<file path="src/rtl/tone_pkg.sv">
// Shared note definitions for the lullaby sequencer and the piezo tone driver.
package tone_pkg;

  localparam int unsigned NOTE_W = 13;
  localparam int unsigned IDX_W  = 4;
  localparam int unsigned HALF_W = 11;

  localparam logic [NOTE_W-1:0] NOTE_REST = 13'd0;

  typedef enum logic [IDX_W-1:0] {
    NOTE_C4  = 4'd0,
    NOTE_CS4 = 4'd1,
    NOTE_D4  = 4'd2,
    NOTE_DS4 = 4'd3,
    NOTE_E4  = 4'd4,
    NOTE_F4  = 4'd5,
    NOTE_FS4 = 4'd6,
    NOTE_G4  = 4'd7,
    NOTE_GS4 = 4'd8,
    NOTE_A4  = 4'd9,
    NOTE_AS4 = 4'd10,
    NOTE_B4  = 4'd11,
    NOTE_C5  = 4'd12
  } note_idx_e;

  typedef enum logic [1:0] {
    ST_IDLE = 2'd0,
    ST_GAP  = 2'd1,
    ST_TONE = 2'd2
  } tone_state_e;

  // Rounded clk_hz / (2*f); pitches are held in milli-hertz to keep the rounding exact.
  function automatic int unsigned half_period(int unsigned clk_hz, int unsigned idx);
    longint unsigned f_mhz;
    longint unsigned num;
    case (idx)
      32'd0:   f_mhz = 64'd261626;
      32'd1:   f_mhz = 64'd277183;
      32'd2:   f_mhz = 64'd293665;
      32'd3:   f_mhz = 64'd311127;
      32'd4:   f_mhz = 64'd329628;
      32'd5:   f_mhz = 64'd349228;
      32'd6:   f_mhz = 64'd369994;
      32'd7:   f_mhz = 64'd391995;
      32'd8:   f_mhz = 64'd415305;
      32'd9:   f_mhz = 64'd440000;
      32'd10:  f_mhz = 64'd466164;
      32'd11:  f_mhz = 64'd493883;
      32'd12:  f_mhz = 64'd523251;
      default: f_mhz = 64'd261626;
    endcase
    num = 64'(clk_hz) * 64'd1000 + f_mhz;
    return 32'(num / (64'd2 * f_mhz));
  endfunction

endpackage

</file>
<file path="src/rtl/onehot_prio_enc.sv">
// Lowest-set-bit encoder for the 13-bit note code, with rest and multi-hot flags.
module onehot_prio_enc
  import tone_pkg::*;
(
  input  logic [NOTE_W-1:0] code_i,
  output logic [IDX_W-1:0]  idx_o,
  output logic              valid_o,
  output logic              multi_o
);

  // Scan downward so the lowest set bit is the last one written.
  always_comb begin
    idx_o = '0;
    for (int i = NOTE_W - 1; i >= 0; i--) begin
      if (code_i[i]) idx_o = IDX_W'(i);
    end
  end

  assign valid_o = (code_i != NOTE_REST);
  assign multi_o = ((code_i & (code_i - NOTE_W'(1))) != NOTE_REST);

endmodule

</file>
<file path="src/rtl/piezo_tone_driver.sv">
// Beat-synchronous piezo square-wave generator with a silent articulation gap per beat.
module piezo_tone_driver
  import tone_pkg::*;
#(
  parameter int unsigned CLK_HZ     = 1000000,
  parameter int unsigned GAP_CYCLES = 20000,
  parameter int unsigned OCT_SHIFT  = 0
) (
  input  logic              clk,
  input  logic              rst,
  input  logic [NOTE_W-1:0] play_sound,
  input  logic              beat_tick,
  output logic              piezo,
  output logic              busy,
  output logic              note_err
);

  localparam int unsigned GAP_W   = (GAP_CYCLES == 0) ? 1 : $clog2(GAP_CYCLES + 1);
  localparam int unsigned TBL_N   = 16;
  localparam logic [GAP_W-1:0] GAP_LAST = GAP_W'((GAP_CYCLES == 0) ? 0 : GAP_CYCLES - 1);

  if (OCT_SHIFT > 2 || CLK_HZ < 100000) begin : g_bad_param
    $error("piezo_tone_driver: OCT_SHIFT must be 0..2 and CLK_HZ at least 100000");
  end

  // Constant half-period table, padded so any 4-bit index is in range.
  logic [HALF_W-1:0] half_tbl [TBL_N];
  for (genvar g = 0; g < TBL_N; g++) begin : g_tbl
    if (32'(g) < NOTE_W) begin : g_note
      assign half_tbl[g] = HALF_W'(half_period(CLK_HZ, 32'(g)) >> OCT_SHIFT);
    end else begin : g_pad
      assign half_tbl[g] = '0;
    end
  end

  logic [IDX_W-1:0] enc_idx;
  logic             enc_valid;
  logic             enc_multi;

  onehot_prio_enc u_enc (
    .code_i  (play_sound),
    .idx_o   (enc_idx),
    .valid_o (enc_valid),
    .multi_o (enc_multi)
  );

  tone_state_e       state_q, state_d;
  logic [GAP_W-1:0]  gap_cnt_q, gap_cnt_d;
  logic [HALF_W-1:0] half_cnt_q, half_cnt_d;
  logic [HALF_W-1:0] half_q, half_d;
  logic              piezo_q, piezo_d;
  logic              busy_q;
  logic              note_err_q, note_err_d;

  always_ff @(posedge clk or negedge rst) begin
    if (!rst) begin
      state_q    <= ST_IDLE;
      gap_cnt_q  <= '0;
      half_cnt_q <= '0;
      half_q     <= '0;
      piezo_q    <= 1'b0;
      busy_q     <= 1'b0;
      note_err_q <= 1'b0;
    end else begin
      state_q    <= state_d;
      gap_cnt_q  <= gap_cnt_d;
      half_cnt_q <= half_cnt_d;
      half_q     <= half_d;
      piezo_q    <= piezo_d;
      busy_q     <= (state_d != ST_IDLE);
      note_err_q <= note_err_d;
    end
  end

  // A beat tick overrides whatever the current state would do this edge.
  always_comb begin
    state_d    = state_q;
    gap_cnt_d  = gap_cnt_q;
    half_cnt_d = half_cnt_q;
    half_d     = half_q;
    piezo_d    = piezo_q;
    note_err_d = 1'b0;

    if (beat_tick) begin
      gap_cnt_d  = '0;
      half_cnt_d = '0;
      if (enc_valid) begin
        half_d     = half_tbl[enc_idx];
        note_err_d = enc_multi;
        if (GAP_CYCLES == 0) begin
          state_d = ST_TONE;
          piezo_d = 1'b1;
        end else begin
          state_d = ST_GAP;
          piezo_d = 1'b0;
        end
      end else begin
        state_d = ST_IDLE;
        piezo_d = 1'b0;
      end
    end else begin
      case (state_q)
        ST_GAP: begin
          piezo_d = 1'b0;
          if (gap_cnt_q == GAP_LAST) begin
            state_d    = ST_TONE;
            piezo_d    = 1'b1;
            gap_cnt_d  = '0;
            half_cnt_d = '0;
          end else begin
            gap_cnt_d = gap_cnt_q + GAP_W'(1);
          end
        end
        ST_TONE: begin
          if (half_cnt_q == half_q - HALF_W'(1)) begin
            piezo_d    = ~piezo_q;
            half_cnt_d = '0;
          end else begin
            half_cnt_d = half_cnt_q + HALF_W'(1);
          end
        end
        default: begin
          state_d = ST_IDLE;
          piezo_d = 1'b0;
        end
      endcase
    end
  end

  assign piezo    = piezo_q;
  assign busy     = busy_q;
  assign note_err = note_err_q;

endmodule

</file>
<file path="config.mk">
export PLATFORM = sky130hd
export DESIGN_NAME = piezo_tone_driver
export DESIGN_NICKNAME = d
export VERILOG_FILES = /design/src/rtl/tone_pkg.sv /design/src/rtl/onehot_prio_enc.sv /design/src/rtl/piezo_tone_driver.sv
export SDC_FILE = /design/constraint.sdc
export NUM_CORES = 1
export LEC_CHECK = 0
export ABC_AREA = 1
export CAP_MARGIN = 20
export CORE_MARGIN = 2
export CORE_UTILIZATION = 54
export DETAILED_ROUTE_END_ITERATION = 12
export PLACE_DENSITY = 0.76
export SKIP_LAST_GASP = 1
export SYNTH_ARGS = -nofsm -noshare
export SYNTH_HDL_FRONTEND = slang
export SYNTH_HIERARCHICAL = 1
export SYNTH_SLANG_ARGS = --single-unit
</file>
<file path="constraint.sdc">
create_clock -name clk -period 1.7 [get_ports clk]
set_input_delay 0.255 -clock clk [delete_from_list [all_inputs] [get_ports clk]]
set_output_delay 0.255 -clock clk [all_outputs]
set_load 0.02 [all_outputs]
</file>
==> key figures, run 1 <==
Yosys
  – #FFs+latches synth: 42
  – Post-synthesis instance total: 434
  – Dominant cells by area after synthesis: dfrtp_1 34%, nand2_1 13%, inv_1 7.4%, nand3_1 4.8%, nor2_1 4.7%
  – Synth Area in Compound Gates: 14.2%
  – Yosys cell types: 39
  – Xor/xnor cell area share of the yosys netlist: 4.01%
  – Register area share after synthesis: 34.4%
  – Warnings, synthesis: 6
  – Synthesized area per cell: 7.04 um^2
  – Yosys top cell area share: 34.4%
  – Ys flop type: dfrtp_1
  – Adder-cell share of the synthesized area: 4.51%
  – Post-synthesis net count: 461
  – Mux share of post-synthesis cell area: 0%
  – Post-Syn Area: 3050 um^2
  – Simple-Gate Fraction of Synth Area: 33.8%
  – Largest family of logic cells by synthesized area: simple AND/OR/NAND/NOR gates
  – Post-synth top area cell: dfrtp_1
  – Post-synth EDFFs: 0
  – Synth async-reset ratio: 100%

Detailed routing
  – Routed WL per cell: 14.7 um
  – Initial drt markers: 180
  – Via density: 5.58
  – Final WL: 8.94 mm
  – Total number of vias: 3395
  – Final ANT Viol Nets: 0
  – First-pass DRT Iterations: 5
  – Number of remaining DRC errors: 0

Setup path
  – Crit path launch: half_q[4]
  – Flop2flop setup slack: -0.07 ns
  – Nature of the critical path endpoint: register
  – Arrival time at the worst endpoint: 2.02 ns
  – Critical R2R Launch: half_q[4]
  – CP required: 1.94 ns
  – Startpoint Class: register
  – Max FO, Critical Path: 6
  – Reg-to-Reg End: piezo
  – Reg2reg path depth: 11
  – Critical path class: register to register
  – Critical Path End: piezo

GRT
  – GRT busiest layer: met2
  – M1 GR Usage: 32.9%
  – Vias in the first global route: 3206
  – Largest net degree at the start of global routing: 27
  – Grt total ovfl: 0
  – Global Route Usage Sum: 26.2%
  – First-pass GRT wire length: 13.4 mm
  – GR Util met2: 46.3%
  – Met3 Use GR: 3.41%
  – Initial antenna violation count: 0

Run
  – MaxCap Viol Count: 0

Cells and area
  – Ant diodes: 0
  – Fill cells: 367
  – Final Net Count: 562
  – Layout cells sized above 1: 36.0%
  – Synth-to-Final Area Change: 42.0%
  – Most frequent cells in the layout: 98 x nand2_1, 74 x buf_4, 49 x inv_1
  – Most common cell after layout, fill and taps aside: nand2_1
  – Post-Route Utilization: 79.3%

Placement
  – Dpl hpwl: 5.68 mm
  – Gp weighted congestion: 0.919
  – PortBufs: 18
  – Pre-CTS setup slack: -0.620 ns

STA
  – Max Freq: 565 MHz
  – Setup total negative slack: -0.607 ns
  – Pin slew with the least headroom to its limit: 0.561 ns
  – Tcrit/Tclk final: 104%
  – Final Max Tran Viols: 0
  – RSZ-0062 raised after global routing: yes
  – Final Hold Fails: 0
  – Final setup vio count: 13
  – Slew margin rel.: 62.6%
  – Final Skew: 0.0129 ns
  – Fin Hold WS: 0.452 ns
  – Min Tclk post-route: 1.77 ns
  – Final worst slack: -0.0713 ns

Power and ir drop
  – Switch share: 31.6%
  – Cell Int Power: 1.60 mW
  – P_leak: 2.01 nW
  – Clock share of power: 28.4%
  – PD cells: 540 nW/um^2
  – P_sw: 0.741 mW
  – Seq pwr share: 45.7%
  – VDD IR max: 0.474 mV
  – Combinational share of power: 25.9%

Outcome
  – Status: finished, violations left
  – Failing checks: negative setup slack

Clock tree
  – Clk_lat worst skew: 0.31 ns
  – H-tree depth: 2
  – Clock Tree Root: clkbuf_8
  – CTS Buffer Depth: 2
  – # clock sinks: 42
  – Clk slew on worst S/H paths: 0.09 ns
  – CTS tree: built
  – TritonCTS buffer count: 5

Floorplanning
  – Die H: 79.2 um
  – Initial Util: 55.8%
  – Die area: 6270 um^2
  – Core ar.: 5470 um^2
  – Rows: 27
  – IO Pins: 19
  – Die Wd: 79.2 um

Hold path
  – Worst min-delay path class: input pin to register
[repair_timing]
action / in CTS / in global routing
pin swaps: 16 / 36
setup endpoints to repair: 23 / 28
hold endpoints to repair: 24 / 0
setup buffers: 12 / 8
resized for setup: 41 / 77
cloned: 1 / 0
hold buffers: 1 / 0
[power by group through the flow]
| stage | clock [mW] | sequential, mW | combinational (mW) |
|---|---|---|---|
| 2_1_floorplan | 0 | 1.08 | 0.235 |
| 3_3_place_gp | 0 | 1.08 | 0.448 |
| 3_5_place_dp | 0 | 1.09 | 0.462 |
| 4_1_cts | 0.666 | 1.07 | 0.510 |
| 5_1_grt | 0.710 | 1.08 | 0.666 |
| 6_report | 0.665 | 1.07 | 0.607 |
[registers in the layout, indices dropped and copies added (netlist names)]
signal      cells
gap_cnt_q      15
half_cnt_q     11
half_q         11
state_q         2
busy            1
note_err        1
piezo           1
[synthesized netlist by cell type, types with 2 or more instances]
library cell    n
dfrtp_1        42
o21ai_1         2
inv_1          60
nand2_2         4
xnor2_1         3
clkbuf_1        2
nor3_1          8
a211oi_1        2
o21ai_0        22
nand3_1        29
o22ai_1         7
nand3b_1        2
a21oi_1        28
clkinv_1        2
a31oi_1         4
nor2_2          9
o211ai_1        6
or2_2           2
nor2_1         38
ha_1           11
inv_2           6
nand2_1       105
nand4_1         9
xor2_1         11
nand3_2         6
[critical path, stage by stage, from the launching register on]
cell and delay, ns:
dfrtp_2 0.46, nor2_4 0.21, nand2_4 0.09, nor2_4 0.13, nand2_1 0.06, nand2_1 0.06, nand3_1 0.09, nor2_2 0.17
nand3_4 0.14, nand3_4 0.17, nand2_1 0.08, nand2_1 0.06
[routing by layer]
| layer | part of all wire (%) | wire [um] | vias up |
|---|---|---|---|
| li1 | - | - | 1624 |
| met1 | 42 | 3780 | 1611 |
| met2 | 50 | 4440 | 133 |
| met3 | 4.4 | 395 | 27 |
| met4 | 3.6 | 323 | 0 |
| met5 | 0 | 0 | - |
[metrics by stage]
step	instances	power (mW)	instance area, um^2
floorplan	434	1.32	3060
global placement	578	1.53	3740
detailed placement	578	1.55	3740
CTS	600	2.24	4050
global route	608	2.45	4340
finish	608	2.34	4340
[kinds of logic (layout without fill, tap and decap cells)]
kind of cell,Yosys count,count (layout)
fa+ha+maj,11,11
xor+xnor,14,14
flops,42,42
compound gates,76,76
buf+inv,72,173
simple gates,219,220
[cell type report]
cell class,count,area (um^2),share of cell area [%]
clock buffers,5,68.8,1.59
multi-input cells,321,2050,47.3
inverters,68,264,6.09
repair buffers,97,788,18.2
well taps,72,90.1,2.08
flip-flops and latches,42,1050,24.3
clock inverters,3,21.3,0.490
[worst min-delay path by stage]
stage	slack [ns]	to	cells past startpoint	start
6_report	0.45	note_err	6	play_sound[10]
5_1_grt	0.51	note_err	6	play_sound[10]
4_1_cts	0.41	note_err	5	play_sound[10]
3_5_place_dp	0.28	gap_cnt_q[14]	1	rst
3_3_place_gp	0.29	gap_cnt_q[11]	1	rst
2_1_floorplan	-0.04	busy	0	rst
No activity file was read; power rests on OpenSTA's default activity.
==> run 2, diff against run 1 <==
- PLACE_DENSITY: 0.76 -> 0.74
==> run 2 against run 1 <==
Setup slack improved by 0.037 ns. The flow still finishes with violations (negative setup slack). First-iteration DRC count fell by 7.2%. Highest routed layer unchanged. Count of clock-buffer cells in the layout is 1 higher. Global-route usage shrank 0.93 points. Critical endpoint is now half_cnt_q[2].
==> key figures, run 2 (same netlist as run 1, synthesis figures left out) <==
Power and ir drop
  – Combinational share of power: 25.3% (-0.6 points)
  – P_leak: 2.01 nW (about the same)
  – Seq pwr share: 45.4% (-0.3 points)
  – VDD IR max: 0.330 mV (-30%)
  – P_sw: 0.733 mW (-1.1%)
  – Clock share of power: 29.3% (+0.9 points)
  – Switch share: 31.0% (-0.63 points)
  – Cell Int Power: 1.63 mW (+1.8%)
  – PD cells: 543 nW/um^2 (+0.60%)

STA
  – Tcrit/Tclk final: 102% (-2.2 points)
  – Max Freq: 577 MHz (+2.1%)
  – Final Hold Fails: 0 (unchanged)
  – Final setup vio count: 14 (+1)
  – RSZ-0062 raised after global routing: yes
  – Final Max Tran Viols: 0 (unchanged)
  – Final worst slack: -0.0345 ns (+0.0367 ns)
  – Final Skew: 0.00324 ns (-0.00969 ns)
  – Pin slew with the least headroom to its limit: 0.466 ns (-0.0945 ns)
  – Slew margin rel.: 68.9% (+6.3 points)
  – Min Tclk post-route: 1.73 ns (-0.0367 ns)

Cells and area
  – Most common cell after layout, fill and taps aside: nand2_1
  – Ant diodes: 0 (unchanged)
  – Post-route cell area: 4350 um^2 (+0.32%)
  – Final Net Count: 558 (-0.71%)
  – Max reg flops: 15 (unchanged)
  – Fin cells: 604 (-0.66%)
  – Reg with most FFs: gap_cnt_q
  – Synth-to-Final Area Change: 42.5%
  – Most frequent cells in the layout: 91 x nand2_1, 65 x buf_4, 45 x inv_1
  – Layout cells sized above 1: 36.3% (+0.27 points)
  – Largest regs: gap_cnt_q (15), half_cnt_q (11), half_q (11)

Setup path
  – Startpoint Class: register
  – Nature of the critical path endpoint: register
  – CP top delay family: simple AND/OR/NAND/NOR gates
  – Crit path top cell by count: nand2_1
  – Critical path class: register to register
  – Max FO, Critical Path: 6 (unchanged)
  – Largest stage delay, worst path: 0.41 ns (-0.05 ns)
  – CP Cell Sequence: inv_2 -> ha_4 -> inv_2 -> nand2_1 -> nand2_1 -> xor2_1 -> nor2_1 -> nand2_1 -> nor2_2 -> nand3_4 -> nand3_4 -> a21oi_1
  – Flop2flop setup slack: -0.03 ns (+0.04 ns)
  – Slowest cell on crit path: dfrtp_1
  – CP required: 1.88 ns (-0.06 ns)
  – Arrival time at the worst endpoint: 1.92 ns (-0.10 ns)
  – Buf/Inv on CP: 2 (+2)

Outcome
  – Failing checks: negative setup slack
  – Status: finished, violations left

Detailed routing
  – Via density: 5.55 (-0.67%)
  – Number of remaining DRC errors: 0 (unchanged)
  – Total number of vias: 3350 (-1.3%)
  – Routed WL per cell: 14.5 um (-1.2%)
  – Initial drt markers: 167 (-7.2%)
  – Final ANT Viol Nets: 0 (unchanged)
  – First-pass DRT Iterations: 5 (unchanged)
  – Final WL: 8.77 mm (-1.9%)

Floorplanning
  – Die H: 79.2 um (unchanged)
  – IO Pins: 19 (unchanged)
  – Initial Util: 55.8% (unchanged)
  – Core ar.: 5470 um^2 (unchanged)
  – Die area: 6270 um^2 (unchanged)
  – Rows: 27 (unchanged)
  – Die Wd: 79.2 um (unchanged)

Run
  – MaxCap Viol Count: 0 (unchanged)

GRT
  – Grt total ovfl: 0 (unchanged)
  – Largest net degree at the start of global routing: 25 (-7.4%)
  – First-pass GRT wire length: 12.8 mm (-4.1%)
  – Initial antenna violation count: 0 (unchanged)
  – Global Route Usage Sum: 25.3% (-0.93 points)
  – Vias in the first global route: 2975 (-7.2%)

Clock tree
  – CTS tree: built
  – Clock Tree Root: clkbuf_8
  – # clock sinks: 42 (unchanged)
  – CTS Buffer Depth: 2 (unchanged)
  – TritonCTS buffer count: 5 (unchanged)
  – Clk slew on worst S/H paths: 0.08 ns (about the same)
  – H-tree depth: 2 (unchanged)
  – Clk_lat worst skew: 0.30 ns (about the same)

Placement
  – Cell Area, Placed: 3740 um^2 (+0.13%)
  – Dpl hpwl: 5.41 mm (-4.7%)
  – PortBufs: 18 (unchanged)
  – Placed cell count: 577 (-0.17%)
  – Gp weighted congestion: 0.860 (-6.4%)
  – Pre-CTS setup slack: -0.637 ns (-0.0167 ns)

Hold path
  – Worst min-delay path class: input pin to register
## run 2: cell count changes in the layout (fill, tap and decap cells not counted), sizes merged
| cell | delta |
|---|---|
| inv | +1 |
| dlymetal6s2s | +1 |
| clkinvlp | -1 |
| clkinv | -1 |
| buf | -7 |
| clkdlybuf4s50 | -1 |
| clkbuf | +3 |
| nand2 | +1 |
## run 2: layout make-up
type	instances	area [um^2]
clock buffers	6	82.6
clock inverters	2	12.5
fillers	365	1120
inverters	68	258
multi-input cells	322	2100
flip-flops and latches	42	1050
well taps	72	90.1
repair buffers	92	758
## run 2: power groups by stage
| stage | Combinational [mW] | Sequential [mW] | Clock (mW) |
|---|---|---|---|
| global placement | 0.450 | 1.09 | 0 |
| floorplan | 0.235 | 1.08 | 0 |
| global route | 0.652 | 1.08 | 0.740 |
| finish | 0.597 | 1.07 | 0.693 |
| detailed placement | 0.458 | 1.09 | 0 |
| CTS | 0.511 | 1.07 | 0.685 |
## run 2: worst reg2reg max path, delay by kind of cell, from the launching register on
kind | cells | cell delay (ns)
flops | 1 | 0.41
fa+ha+maj | 1 | 0.17
buf+inv | 2 | 0.13
simple gates | 7 | 0.69
xor+xnor | 1 | 0.15
compound gates | 1 | 0.08
## run 2: worst paths after layout
path                       cells past startpoint            from       endpoint
max reg2reg                                   12       half_q[0]  half_cnt_q[2]
min                                            5  play_sound[10]       note_err
max in group asynchronous                      3             rst      half_q[9]
min reg2reg                                    2      half_q[10]     half_q[10]
max                                           12       half_q[0]  half_cnt_q[2]
min in group asynchronous                      2             rst  gap_cnt_q[11]
## run 2: through the flow
step	power (mW)	TNS [ns]	hold WS, ns	util [%]
5_1_grt	2.47	-1.69	0.356	79.5
3_5_place_dp	1.54	-8.04	0.226	68.4
4_1_cts	2.26	-0.339	0.423	73.8
6_report	2.36	-0.228	0.361	79.5
3_3_place_gp	1.54	-7.26	0.231	68.4
2_1_floorplan	1.32	0	-0.0406	-
## run 2: per-layer routing
| metal | global-route usage, % | up-vias | share of wire, % |
|---|---|---|---|
| met5 | 0 | - | 0 |
| met4 | 6.38 | 0 | 2.6 |
| met3 | 3.86 | 25 | 5.1 |
| met2 | 45.2 | 131 | 52 |
| met1 | 31.8 | 1575 | 41 |
| li1 | - | 1619 | - |
## run 2: repair_timing
action,4_1_cts,5_1_grt
pin swaps,14,28
hold endpoints to repair,18,0
resized for setup,41,85
hold buffers,1,0
cloned,1,1
buffers inserted,7,9
setup endpoints to repair,23,29
==> run 3, diff against run 2 <==
- CTS_CLUSTER_SIZE: default -> 16
==> results of run 3 <==
Same layout as run 2: the final DEF is identical, and so are final timing and power.
